File: src/rtl/pe_proto_pkg.sv
// PE B-protocol definitions shared by the column feeder: control codes,
// feeder state encoding and word-building helpers.
package pe_proto_pkg;

  // Canonical B-word geometry; feeder parameters NB/NID must match these.
  localparam int PE_NB  = 27;
  localparam int PE_NID = 7;

  // Control codes carried twice in bits [5:3] and [2:0] of a control word.
  localparam logic [2:0] C_RSET = 3'd1;
  localparam logic [2:0] C_ALT2 = 3'd2;
  localparam logic [2:0] C_INTM = 3'd3;
  localparam logic [2:0] C_LOAD = 3'd4;
  localparam logic [2:0] C_MULT = 3'd5;

  // One-hot feeder states; each names the word currently on b_out.
  typedef enum logic [8:0] {
    ST_IDLE  = 9'b000000001,
    ST_RST   = 9'b000000010,
    ST_MODE  = 9'b000000100,
    ST_LOAD  = 9'b000001000,
    ST_WGT   = 9'b000010000,
    ST_MULT  = 9'b000100000,
    ST_BIAS  = 9'b001000000,
    ST_FIN   = 9'b010000000,
    ST_DRAIN = 9'b100000000
  } feeder_state_t;

  function automatic logic [PE_NB-1:0] ctrl_word(input logic [2:0] c);
    logic [PE_NB-1:0] w;
    w          = '0;
    w[PE_NB-1] = 1'b1;
    w[5:0]     = {c, c};
    return w;
  endfunction

  function automatic logic [PE_NB-1:0] weight_word(input logic [PE_NID-1:0] idx,
                                                   input logic [5:0]        wt);
    logic [PE_NB-1:0] w;
    w               = '0;
    w[PE_NB-1]      = 1'b1;
    w[PE_NID+5:6]   = idx;
    w[5:0]          = wt;
    return w;
  endfunction

  function automatic logic [PE_NB-1:0] bias_word(input logic [PE_NB-2:0] b);
    return {1'b0, b};
  endfunction

  // Equal halves mean a zero product and would be mistaken for a control word.
  function automatic logic is_zero_weight(input logic [5:0] wt);
    return wt[5:3] == wt[2:0];
  endfunction

endpackage

File: src/rtl/pe_feeder_wbuf.sv
// Per-row weight register file for the column feeder: one write port,
// one combinational read port. Writes to rows >= ROWS are dropped.
module pe_feeder_wbuf #(
  parameter int NID  = 7,
  parameter int ROWS = 8
) (
  input  logic           clk,
  input  logic           rst,
  input  logic           we,
  input  logic [NID-1:0] waddr,
  input  logic [5:0]     wdata,
  input  logic [NID-1:0] raddr,
  output logic [5:0]     rdata
);

  logic [5:0] mem_reg [ROWS];

  for (genvar gi = 0; gi < ROWS; gi++) begin : g_row
    // Each row captures the write data when addressed.
    always_ff @(posedge clk or posedge rst) begin
      if (rst)
        mem_reg[gi] <= '0;
      else if (we && waddr == NID'(gi))
        mem_reg[gi] <= wdata;
    end
  end

  // Read mux; out-of-range rows read as zero.
  always_comb begin
    rdata = '0;
    for (int i = 0; i < ROWS; i++)
      if (raddr == NID'(i))
        rdata = mem_reg[i];
  end

endmodule

File: src/rtl/pe_column_feeder.sv
// Top-of-column B-stream transmitter for one systolic PE column.
// Per job: RSET, mode, LOAD, per-row weights (descending), MULT, bias stream,
// ALT2 with done. Optional macro PE_COLUMN_FEEDER_DRAIN_EN appends ROWS idle
// words after ALT2 and moves done to the last of them.
module pe_column_feeder
  import pe_proto_pkg::*;
#(
  parameter int NB   = PE_NB,
  parameter int NID  = PE_NID,
  parameter int ROWS = 8,
  parameter int VW   = 16
) (
  input  logic          clk,
  input  logic          rst,
  input  logic          wt_we,
  input  logic [NID-1:0] wt_addr,
  input  logic [5:0]    wt_data,
  input  logic          start,
  input  logic          int_mode,
  input  logic [VW-1:0] nvec,
  input  logic          bias_valid,
  input  logic [NB-2:0] bias_data,
  output logic          bias_ready,
  output logic [NB-1:0] b_out,
  output logic          act_en,
  output logic          busy,
  output logic          done,
  output logic          underrun
);

  localparam logic [NID-1:0] LAST_ROW = NID'(ROWS - 1);

  feeder_state_t  state_reg;
  logic [NB-1:0]  b_out_reg;
  logic           act_en_reg;
  logic           busy_reg;
  logic           done_reg;
  logic           underrun_reg;
  logic           int_mode_reg;
  logic [NID-1:0] row_cnt_reg;
  logic [VW-1:0]  vcnt_reg;

  logic           buf_we;
  logic [NID-1:0] rd_addr;
  logic [5:0]     rd_w;

  // Weight writes only land while idle and not in the cycle a job starts.
  assign buf_we = wt_we && (state_reg == ST_IDLE) && !start;

  // LOAD fetches the top row; WGT fetches the row below the one on b_out.
  assign rd_addr = (state_reg == ST_LOAD) ? row_cnt_reg : row_cnt_reg - 1'b1;

  pe_feeder_wbuf #(.NID(NID), .ROWS(ROWS)) u_wbuf (
    .clk   (clk),
    .rst   (rst),
    .we    (buf_we),
    .waddr (wt_addr),
    .wdata (wt_data),
    .raddr (rd_addr),
    .rdata (rd_w)
  );

  // A bias word is taken on any edge that moves into (or stays in) BIAS.
  assign bias_ready = ((state_reg == ST_MULT) || (state_reg == ST_BIAS)) && (vcnt_reg != '0);

  assign b_out    = b_out_reg;
  assign act_en   = act_en_reg;
  assign busy     = busy_reg;
  assign done     = done_reg;
  assign underrun = underrun_reg;

  // Job sequencer: picks the next state and registers the word it emits.
  always_ff @(posedge clk or posedge rst) begin
    if (rst) begin
      state_reg    <= ST_IDLE;
      b_out_reg    <= '0;
      act_en_reg   <= 1'b0;
      busy_reg     <= 1'b0;
      done_reg     <= 1'b0;
      underrun_reg <= 1'b0;
      int_mode_reg <= 1'b0;
      row_cnt_reg  <= '0;
      vcnt_reg     <= '0;
    end else begin
      b_out_reg  <= '0;
      act_en_reg <= 1'b0;
      done_reg   <= 1'b0;
      case (state_reg)
        ST_IDLE: begin
          busy_reg <= 1'b0;
          if (start) begin
            state_reg    <= ST_RST;
            b_out_reg    <= ctrl_word(C_RSET);
            busy_reg     <= 1'b1;
            underrun_reg <= 1'b0;
            int_mode_reg <= int_mode;
            vcnt_reg     <= nvec;
          end
        end
        ST_RST: begin
          state_reg <= ST_MODE;
          b_out_reg <= ctrl_word(int_mode_reg ? C_INTM : C_ALT2);
        end
        ST_MODE: begin
          state_reg   <= ST_LOAD;
          b_out_reg   <= ctrl_word(C_LOAD);
          row_cnt_reg <= LAST_ROW;
        end
        ST_LOAD, ST_WGT: begin
          if (state_reg == ST_WGT && row_cnt_reg == '0) begin
            state_reg <= ST_MULT;
            b_out_reg <= ctrl_word(C_MULT);
          end else begin
            state_reg <= ST_WGT;
            if (state_reg == ST_WGT)
              row_cnt_reg <= row_cnt_reg - 1'b1;
            // Zero weights go out as gaps so the row stays transparent.
            b_out_reg <= is_zero_weight(rd_w) ? '0 : weight_word(rd_addr, rd_w);
          end
        end
        ST_MULT, ST_BIAS: begin
          if (vcnt_reg == '0) begin
            state_reg <= ST_FIN;
            b_out_reg <= ctrl_word(C_ALT2);
`ifndef PE_COLUMN_FEEDER_DRAIN_EN
            done_reg  <= 1'b1;
`endif
          end else begin
            state_reg  <= ST_BIAS;
            vcnt_reg   <= vcnt_reg - 1'b1;
            act_en_reg <= 1'b1;
            // The array cannot stall: a missing bias becomes 0 and is flagged.
            b_out_reg  <= bias_word(bias_valid ? bias_data : '0);
            if (!bias_valid)
              underrun_reg <= 1'b1;
          end
        end
        ST_FIN: begin
`ifdef PE_COLUMN_FEEDER_DRAIN_EN
          state_reg   <= ST_DRAIN;
          row_cnt_reg <= LAST_ROW;
          done_reg    <= (LAST_ROW == '0);
`else
          state_reg <= ST_IDLE;
          busy_reg  <= 1'b0;
`endif
        end
        ST_DRAIN: begin
`ifdef PE_COLUMN_FEEDER_DRAIN_EN
          if (row_cnt_reg == '0) begin
            state_reg <= ST_IDLE;
            busy_reg  <= 1'b0;
          end else begin
            row_cnt_reg <= row_cnt_reg - 1'b1;
            done_reg    <= (row_cnt_reg == NID'(1));
          end
`else
          state_reg <= ST_IDLE;
          busy_reg  <= 1'b0;
`endif
        end
        default: begin
          state_reg <= ST_IDLE;
          busy_reg  <= 1'b0;
        end
      endcase
    end
  end

endmodule

File: config.mk
export PLATFORM = sky130hd
export DESIGN_NAME = pe_column_feeder
export DESIGN_NICKNAME = d
export VERILOG_FILES = /design/src/rtl/pe_proto_pkg.sv /design/src/rtl/pe_feeder_wbuf.sv /design/src/rtl/pe_column_feeder.sv
export SDC_FILE = /design/constraint.sdc
export NUM_CORES = 1
export LEC_CHECK = 0
export CAP_MARGIN = 5
export CORE_MARGIN = 2
export CORE_UTILIZATION = 50
export DETAILED_ROUTE_END_ITERATION = 16
export PLACE_DENSITY_LB_ADDON = 0.2
export SLEW_MARGIN = 10
export SYNTH_ARGS = -nofsm -noshare
export SYNTH_HDL_FRONTEND = slang
export SYNTH_SLANG_ARGS = --single-unit
File: constraint.sdc
create_clock -name clk -period 3.89 [get_ports clk]
set_input_delay 0.389 -clock clk [delete_from_list [all_inputs] [get_ports clk]]
set_output_delay 0.389 -clock clk [all_outputs]
set_load 0.005 [all_outputs]
* Yosys cells after proc, flatten, opt, wreduce, memory -nomap -nowiden
Index checks and enable logic that the tools add are counted.
Storage, ports and cells: memories kept 0, bits in writable memories 0, bits in registers 112, memory bits (read-only) 0, bits in latches 0, output and inout port bits 32, input port bits 61, word-level logic and storage cells 110
Cells by class: bitwise gates (word level) 0, add/subtract/negate cells 2, shift operators 0, $mul 0, reduce and logical (&&, ||, !) cells 28, equal/unequal tests 27, muxes and demuxes 36, $lt $le $gt $ge 0, div/mod/pow operators 0
Operators with widths (count):
- 27-bit case mux with 5 select lines | 1
- 27-bit two-way mux | 4
- 7-bit by 3-bit equality test with 1-bit output (second input constant) | 8
- 6-bit two-way mux | 9
- 9-bit case mux with 5 select lines | 1
- 16-bit two-way mux | 2
- 16-bit case mux with 2 select lines | 1
- 7-bit by 2-bit equality test with 1-bit output (second input constant) | 4
- 26-bit two-way mux | 1
- 7-bit logical NOT | 3
- 7-bit two-way mux | 3
- 16-bit logical NOT | 1
- 16-bit nonzero test | 1
- 16-bit by 1-bit subtractor with 16-bit output (second input constant) | 1
- 7-bit by 1-bit equality test with 1-bit output (second input constant) | 2
- 7-bit case mux with 2 select lines | 1
- 1-bit logical AND | 12
- 2-bit != test (second input constant) | 5
- 9-bit by 1-bit equality test with 1-bit output (second input constant) | 1
- 9-bit by 2-bit equality test with 1-bit output (second input constant) | 1
- 9-bit by 3-bit equality test with 1-bit output (second input constant) | 1
- 9-bit by 4-bit equality test with 1-bit output (second input constant) | 1
- 9-bit by 5-bit equality test with 1-bit output (second input constant) | 1
- 9-bit by 6-bit equality test with 1-bit output (second input constant) | 1
- other kinds (15) | 27

* Longest topological paths before layout
Gate-level depths: netlist of run 1.
depth in word-level cells 15, depth in mapped cells 12, depth with buffers taken out 11

* By module
From an unflattened synthesis of run 1, not the netlist that was laid out.
Unflattened totals: cell total of the unflattened synthesis 518, area total of the unflattened synthesis 5542.8 µm²
Modules (own cells, without submodules):
- pe_column_feeder | cells each 321, area each 3126.7 µm², instances 1, seq. area each 1577.8 µm²
- pe_feeder_wbuf | cells each 197, area each 2416.1 µm², instances 1, seq. area each 1201.2 µm²

* Worst setup path after synthesis of run 1
Ideal clock, no wire load.
kind register to register, start point reg row_cnt_reg[0], end point reg b_out_reg[26] (netlist: b_out[26]), path slack 485 ps, cell stages (with the launch flop) 13, arrival 3262 ps, setup time 143 ps, period minus slack after synthesis 3405 ps, path through dfrtp_1 buf_2 clkinv_1 ha_1 or3b_4 a2111oi_4 xnor2_1 nand3_2 o22ai_1 o22ai_2 xor2_2 nor3_2 o2111ai_1
On the way: longest elaborated chain between the ends 15, elaborated cells on any way between the ends 24
RTL lines:
- from (decl) | line pe_column_feeder.sv:40 | logic [NID-1:0] row_cnt_reg;
- from (signal assigned) | line pe_column_feeder.sv:116 | row_cnt_reg <= row_cnt_reg - 1'b1;
- 7-bit by 1-bit subtractor with 7-bit output | line pe_column_feeder.sv:51 | assign rd_addr = (state_reg == ST_LOAD) ? row_cnt_reg : row_cnt_reg - 1'b1;
- 7-bit two-way mux | line pe_column_feeder.sv:51
- 7-bit logical NOT | line pe_feeder_wbuf.sv:32 | if (raddr == NID'(i))
- 6-bit two-way mux (8 in a row) | line pe_feeder_wbuf.sv:32
- 3-bit equality test | line pe_proto_pkg.sv:53 | return wt[5:3] == wt[2:0];
- 27-bit two-way mux | line pe_column_feeder.sv:118 | b_out_reg <= is_zero_weight(rd_w) ? '0 : weight_word(rd_addr, rd_w);
- 27-bit two-way mux * | line pe_column_feeder.sv:110 | if (state_reg == ST_WGT && row_cnt_reg == '0) begin
- 27-bit case mux with 5 select lines * | line pe_column_feeder.sv:88 | case (state_reg)
- to (signal assigned) | line pe_column_feeder.sv:93 | b_out_reg <= ctrl_word(C_RSET);
- to (signal assigned) | line pe_column_feeder.sv:112 | b_out_reg <= ctrl_word(C_MULT);
- to (signal assigned) | line pe_column_feeder.sv:118
- to (decl) | line pe_column_feeder.sv:34 | logic [NB-1:0] b_out_reg;
Mark *: on every way between the ends. The rest lies on a longest branch, timed or not. A chain may end at the register's enable or synchronous reset.

* Worst setup path in the final report of run 1
start point reg row_cnt_reg[1], end point reg b_out_reg[26] (netlist: b_out[26])
Same word-level chain as after synthesis.

==> out/metrics.cfg, run 1 <==
[run_status]
status = completed

[floorplan]
dieWidth_um = 111
row_count = 39
dieArea_um2 = 12400
coreArea_um2 = 11300
initial_utilization = 0.508
ios = 93
fp.dieH_um = 111

[power]
total_power_mw = 4.20
ir_worst_vdd_v = 0.000441
power_per_cell_area_nw_per_um2 = 588
leakage_nw = 3.10

[detailed_routing]
via_per_inst = 6.03
drc = 0
met1_length_um = 6220
wl_met3_um = 1200
drtPass1Iterations = 5
via_count = 4701
top_layer = met4
wire_per_inst_um = 18.8
antenna_left = 0
wl_um = 14700
met2WireLength_um = 7070
drtIter0Drc = 407

[cells_and_area]
fin_nets = 696
num-fill-cells = 935
largest_reg_flops = 48
final_common_cell = dfrtp_1
multiInputGateArea_um2 = 2810
mostFrequentLayoutCells = dfrtp_1, clkdlybuf4s50_1, mux2_2, nand2_1, nor2_1
drive_gt1_frac = 0.160
n_antenna_cell = 0
utilization = 0.631
regArea_um2 = 2780
area_growth_syn_to_layout_pct = 24.2
fin_cells = 780

[critical_path]
worstPathCellList = inv_1 > ha_1 > or3b_4 > a2111oi_4 > xnor2_1 > nand3_2 > o22ai_1 > o22ai_2 > xor2_2 > nor3_2 > o2111ai_1
cp.required_ns = 4.11
rrSetupSlack_ns = 0.27
max_stage_delay_ns = 0.45
critPathCaptureType = register
cp_max_fo = 9
critPathKind = register to register
cp_slowest_cell = or3b_4
worstPathArrival_ns = 3.84
start_kind = register

[synthesis]
yosys.area.top_type = dfrtp_1
ys_types = 82
synth_edf_count = 0
ys_ff_latch = 111
syn_area_um2 = 5750
synthTopCellsByArea = dfrtp_1, mux2_2, a21oi_1, nand2_1, nor2_1
avgSynthCellArea_um2 = 10.6
yosysWarnings = 0
async_flop_share = 1.00
ys.flop_type = dfrtp_1
synthesis.nets = 608
ys_seq_area_frac = 0.483
synth_cells = 544
synth_top_area_frac = 0.479

[timing]
rsz0062_at_grt = no
fin_crit_sh = 0.931
maxSlewViolCount = 0
fin_tns_setup_ns = 0
relSlewSlack = 0.523
fin_skew_ns = 0.00971
setup_viol = 0
worst_pin_slew_ns = 0.712
timing.final.ws_setup_ns = 0.266
min_period_ns = 3.62
max_clock_freq_mhz = 276
hold_viol = 0

[clock_tree]
tritoncts = done
worstSkewPairLatency_ns = 0.36
clkTransAtPathRegs_ns = 0.07
ctsHoldBuffers = 0
htreeDepth = 3
clock_sinks = 111
cts_buffers = 9
cts_resized = 0
root_buffer = clkbuf_16
post_cts_buffers = 0
clockBufferDepth = 2

[placement]
placedCellCount = 764
place.gp.congestion = 0.882
dp_hpwl_um = 10800
numPortBuffers = 92
post-place-ws_ns = 0.297

[global_routing]
grt_max_degree = 65
grt_pass1_vias = 4519
grt_use_total = 0.242
grt_overflow_total = 0
antenna_found_initial = 0
grt_first_pass_wirelength_um = 23500

[hold_path]
hold_path.class = input pin to async pin

[flow_run]
drv_cap = 0

## power by group
part / switching [mW] / internal (mW) / total (mW)
registers: 0.162 / 1.33 / 1.49
logic: 1.07 / 0.717 / 1.79
clock network: 0.439 / 0.481 / 0.920
## cell type report
| cell class | instances | share of cell area |
|---|---|---|
| multi-input combinational | 394 | 0.394 |
| sequential | 111 | 0.389 |
| timing repair buffer | 103 | 0.142 |
| clock buffer | 11 | 0.0354 |
| tap | 143 | 0.0251 |
| inverter | 13 | 0.00719 |
| clock inverter | 5 | 0.00701 |
## through the flow
step           hold slack (ns)  area, µm²
4_1_cts                  0.474       7140
3_3_place_gp             0.458       6840
5_1_grt                  0.511       7140
3_5_place_dp             0.472       6840
2_1_floorplan            0.442       5750
6_report                 0.451       7140
## synthesized netlist by cell type (3+ instances only)
master and n:
a22oi_1 4, dfrtp_1 110, nor4_1 6, nor3b_1 5, inv_1 12, mux2_2 47, or3_1 11, and2_1 3
nand3b_1 4, o22a_1 5, nor3_2 3, xnor2_1 4, o31ai_1 7, nor2_1 38, o21a_1 6, o21ai_0 27
nand3_1 10, a21oi_1 33, buf_2 4, clkbuf_1 18, nand2b_1 9, or4_1 4, nor3_1 17, mux2i_1 7
o221ai_1 7, o311ai_1 5, and3_1 17, nand2_1 40, a221oi_1 3, o22ai_1 9, o21ai_1 3, ha_1 3
## routing by layer
metal,GRT usage,vias up
li1,-,2222
met5,0,-
met1,0.320,2300
met3,0.0837,17
met2,0.382,162
met4,0.0642,0
## worst max-delay path: cells and delay by family (launching register included)
family,cells,cell delay [ns]
xor+xnor,2,0.56
buf+inv,1,0.16
compound gates,4,0.88
flops,1,0.37
simple gates,3,1.15
fa+ha+maj,1,0.35
## kinds of logic (layout without fill, tap and decap cells)
group	count (synthesis)	after routing	share of synthesized area
AND/OR/NAND/NOR	186	186	0.183
XOR/XNOR	7	7	0.0120
adder cells (fa/ha/maj)	3	3	0.00653
flip-flops	111	111	0.483
buffers and inverters	39	132	0.0289
AO/OA/AOI/OAI	143	143	0.180
multiplexers	55	55	0.106
## path summary, 6_finish.rpt
| check | start | end | depth (start not counted) |
|---|---|---|---|
| worst max-delay path | row_cnt_reg[1] | b_out[26] | 11 |
| max in group asynchronous | rst | state_reg[0] | 3 |
| worst max register to register | row_cnt_reg[1] | b_out[26] | 11 |
| min in group clk | busy | busy | 2 |
| worst min register to register | busy | busy | 2 |
| worst min-delay path | rst | b_out[10] | 2 |
(Power assumes the default switching activity.)
==> run 2, diff against run 1 <==
--- a/config.mk
+++ b/config.mk
@@ -7,7 +7,7 @@
 export LEC_CHECK = 0
 export CAP_MARGIN = 5
 export CORE_MARGIN = 2
-export CORE_UTILIZATION = 50
+export CORE_UTILIZATION = 49
 export DETAILED_ROUTE_END_ITERATION = 16
 export PLACE_DENSITY_LB_ADDON = 0.2
 export SLEW_MARGIN = 10
==> constraint.sdc (replaced) <==
create_clock -name clk -period 3.1 [get_ports clk]
set_input_delay 0.31 -clock clk [delete_from_list [all_inputs] [get_ports clk]]
set_output_delay 0.31 -clock clk [all_outputs]
set_load 0.005 [all_outputs]
==> out/metrics.cfg, run 2 (synthesized netlist as in run 1, its figures left out) <==
[run_status]
status = completed

[critical_path]
worstPathCellList = inv_4 > ha_4 > or3b_4 > a2111oi_4 > xnor2_2 > o311ai_4 > a41oi_2 > o22ai_2 > xor2_2 > nor3_4 > o2111ai_2
startpoint = row_cnt_reg[0]
reg2reg_depth = 11
cp.depth = 11
cp_top_family = compound AO/OA/AOI/OAI gates
crit_path_end = b_out[26]
cp_max_fo = 6
crit_buf_inv = 1
cp.required_ns = 3.30
cp_slowest_cell = or3b_4
critPathKind = register to register
worstPathArrival_ns = 3.29
max_stage_delay_ns = 0.42
timing.rr.end = b_out[26]
start_kind = register
r2r_start = row_cnt_reg[0]
rrSetupSlack_ns = 0.01
critPathCaptureType = register

[detailed_routing]
top_layer = met4
wire_per_inst_um = 18.6
drtIter0Drc = 317
drc = 0
met1_length_um = 6350
wl_met3_um = 1120
drtPass1Iterations = 5
wl_um = 15400
antenna_left = 0
via_per_inst = 5.96
met2WireLength_um = 7500
via_count = 4956

[timing]
max_clock_freq_mhz = 324
fin_tns_setup_ns = 0
fin_crit_sh = 0.996
maxSlewViolCount = 0
min_period_ns = 3.09
worst_pin_slew_ns = 0.639
rsz0062_at_grt = yes
fin_skew_ns = 0.00752
whs_ns = 0.414
setup_viol = 0
hold_viol = 0
relSlewSlack = 0.572

[floorplan]
dieArea_um2 = 12600
fp.dieH_um = 112
coreArea_um2 = 11400
row_count = 39
initial_utilization = 0.504
ios = 93
dieWidth_um = 112

[power]
pwr-share-comb = 0.495
switchingPower_mw = 2.37
ir_worst_vdd_v = 0.000819
internal-power_mw = 3.62
seqPwrFrac = 0.308
power_frac_clock = 0.197
switching_share = 0.395
power_per_cell_area_nw_per_um2 = 776
leakage_nw = 3.43

[cells_and_area]
mostFrequentLayoutCells = dfrtp_1, clkdlybuf4s50_1, buf_4, mux2_2, nand2_1
drive_gt1_frac = 0.257
num-fill-cells = 872
area_growth_syn_to_layout_pct = 34.2
utilization = 0.676
n_antenna_cell = 0
final_common_cell = dfrtp_1
fin_nets = 747
fin_area_um2 = 7710
largest_reg_flops = 48

[flow_run]
drv_cap = 0

[global_routing]
grt_max_degree = 112
grt_use_total = 0.251
antenna_found_initial = 0
grt_overflow_total = 0
grt_first_pass_wirelength_um = 25000
grt_pass1_vias = 4988

[clock_tree]
ctsHoldBuffers = 0
clkTransAtPathRegs_ns = 0.07
worstSkewPairLatency_ns = 0.35
clockBufferDepth = 2
tritoncts = done
clock_sinks = 111
cts_buffers = 9
root_buffer = clkbuf_16
htreeDepth = 3

[placement]
place.gp.congestion = 0.964
dpl_cell_area_um2 = 7150
numPortBuffers = 92
dp_hpwl_um = 11300

[hold_path]
hold_path.class = input pin to async pin

[run 2: cell types whose count changed in the layout (fill, tap and decap cells not counted), moves of 3 or more]
cell	previous run	this run
ha_1	3	0
buf_4	10	61
a21oi_1	33	30
o22ai_1	9	6
a21oi_2	0	3
[run 2: layer usage]
layer | vias up | GRT usage
li1 | 2308 | -
met1 | 2435 | 0.313
met2 | 181 | 0.409
met3 | 32 | 0.0788
met4 | 0 | 0.0976
met5 | - | 0
[run 2: how the worst min path moves through the flow]
stage	endpoint	cells after the start	slack, ns
floorplan	int_mode_reg	2	0.42
global placement	vcnt_reg[15]	2	0.46
detailed placement	busy	2	0.47
CTS	int_mode_reg	3	0.48
global route	int_mode_reg	3	0.51
finish	row_cnt_reg[6]	3	0.41
[run 2: area by class of cell]
type                            count  area, µm²  area share
Clock buffer                       11        233      0.0302
Inverter                           13       55.1     0.00714
Multi-Input combinational cell    394       3000       0.389
Timing Repair Buffer              154       1400       0.182
Sequential cell                   111       2780       0.360
Tap cell                          143        179      0.0232
Clock inverter                      5       66.3     0.00860
[run 2: timing repair]
| action | CTS | global route |
|---|---|---|
| pin swaps | 7 | 10 |
| setup buffers | 7 | 9 |
| setup endpoints to repair | 11 | 45 |
| gates resized for setup | 11 | 19 |
[run 2: worst register-to-register path: stages (launching register included)]
cell       delay [ns]
dfrtp_1          0.41
inv_4            0.08
ha_4             0.14
or3b_4           0.42
a2111oi_4        0.35
xnor2_2          0.24
o311ai_4         0.24
a41oi_2          0.26
o22ai_2          0.13
xor2_2           0.19
nor3_4           0.35
o2111ai_2        0.15
[run 2: per-stage QoR]
step                      power (mW)  instances  setup WS, ns
after floorplan                 3.59        544      -0.00129
after global placement          4.33        799        0.0736
after detailed placement        4.42        799       -0.0772
after CTS                       5.71        822       0.00681
after global routing            6.33        831        -0.117
final                           5.99        831        0.0130
[run 2: power by group through the flow]
| stage | registers (mW) | logic, mW | clock network [mW] |
|---|---|---|---|
| after floorplan | 1.83 | 1.76 | 0 |
| after global placement | 1.85 | 2.48 | 0 |
| after detailed placement | 1.87 | 2.55 | 0 |
| after CTS | 1.84 | 2.66 | 1.21 |
| after global routing | 1.87 | 3.20 | 1.25 |
| final | 1.84 | 2.96 | 1.18 |
==> run 3, diff against run 2 <==
--- a/config.mk
+++ b/config.mk
@@ -8,6 +8,7 @@
 export CAP_MARGIN = 5
 export CORE_MARGIN = 2
 export CORE_UTILIZATION = 49
+export CTS_CLUSTER_SIZE = 40
 export DETAILED_ROUTE_END_ITERATION = 16
 export PLACE_DENSITY_LB_ADDON = 0.2
 export SLEW_MARGIN = 10
==> results of run 3 <==
The final DEF is identical to that of run 2; final timing and power are the same.
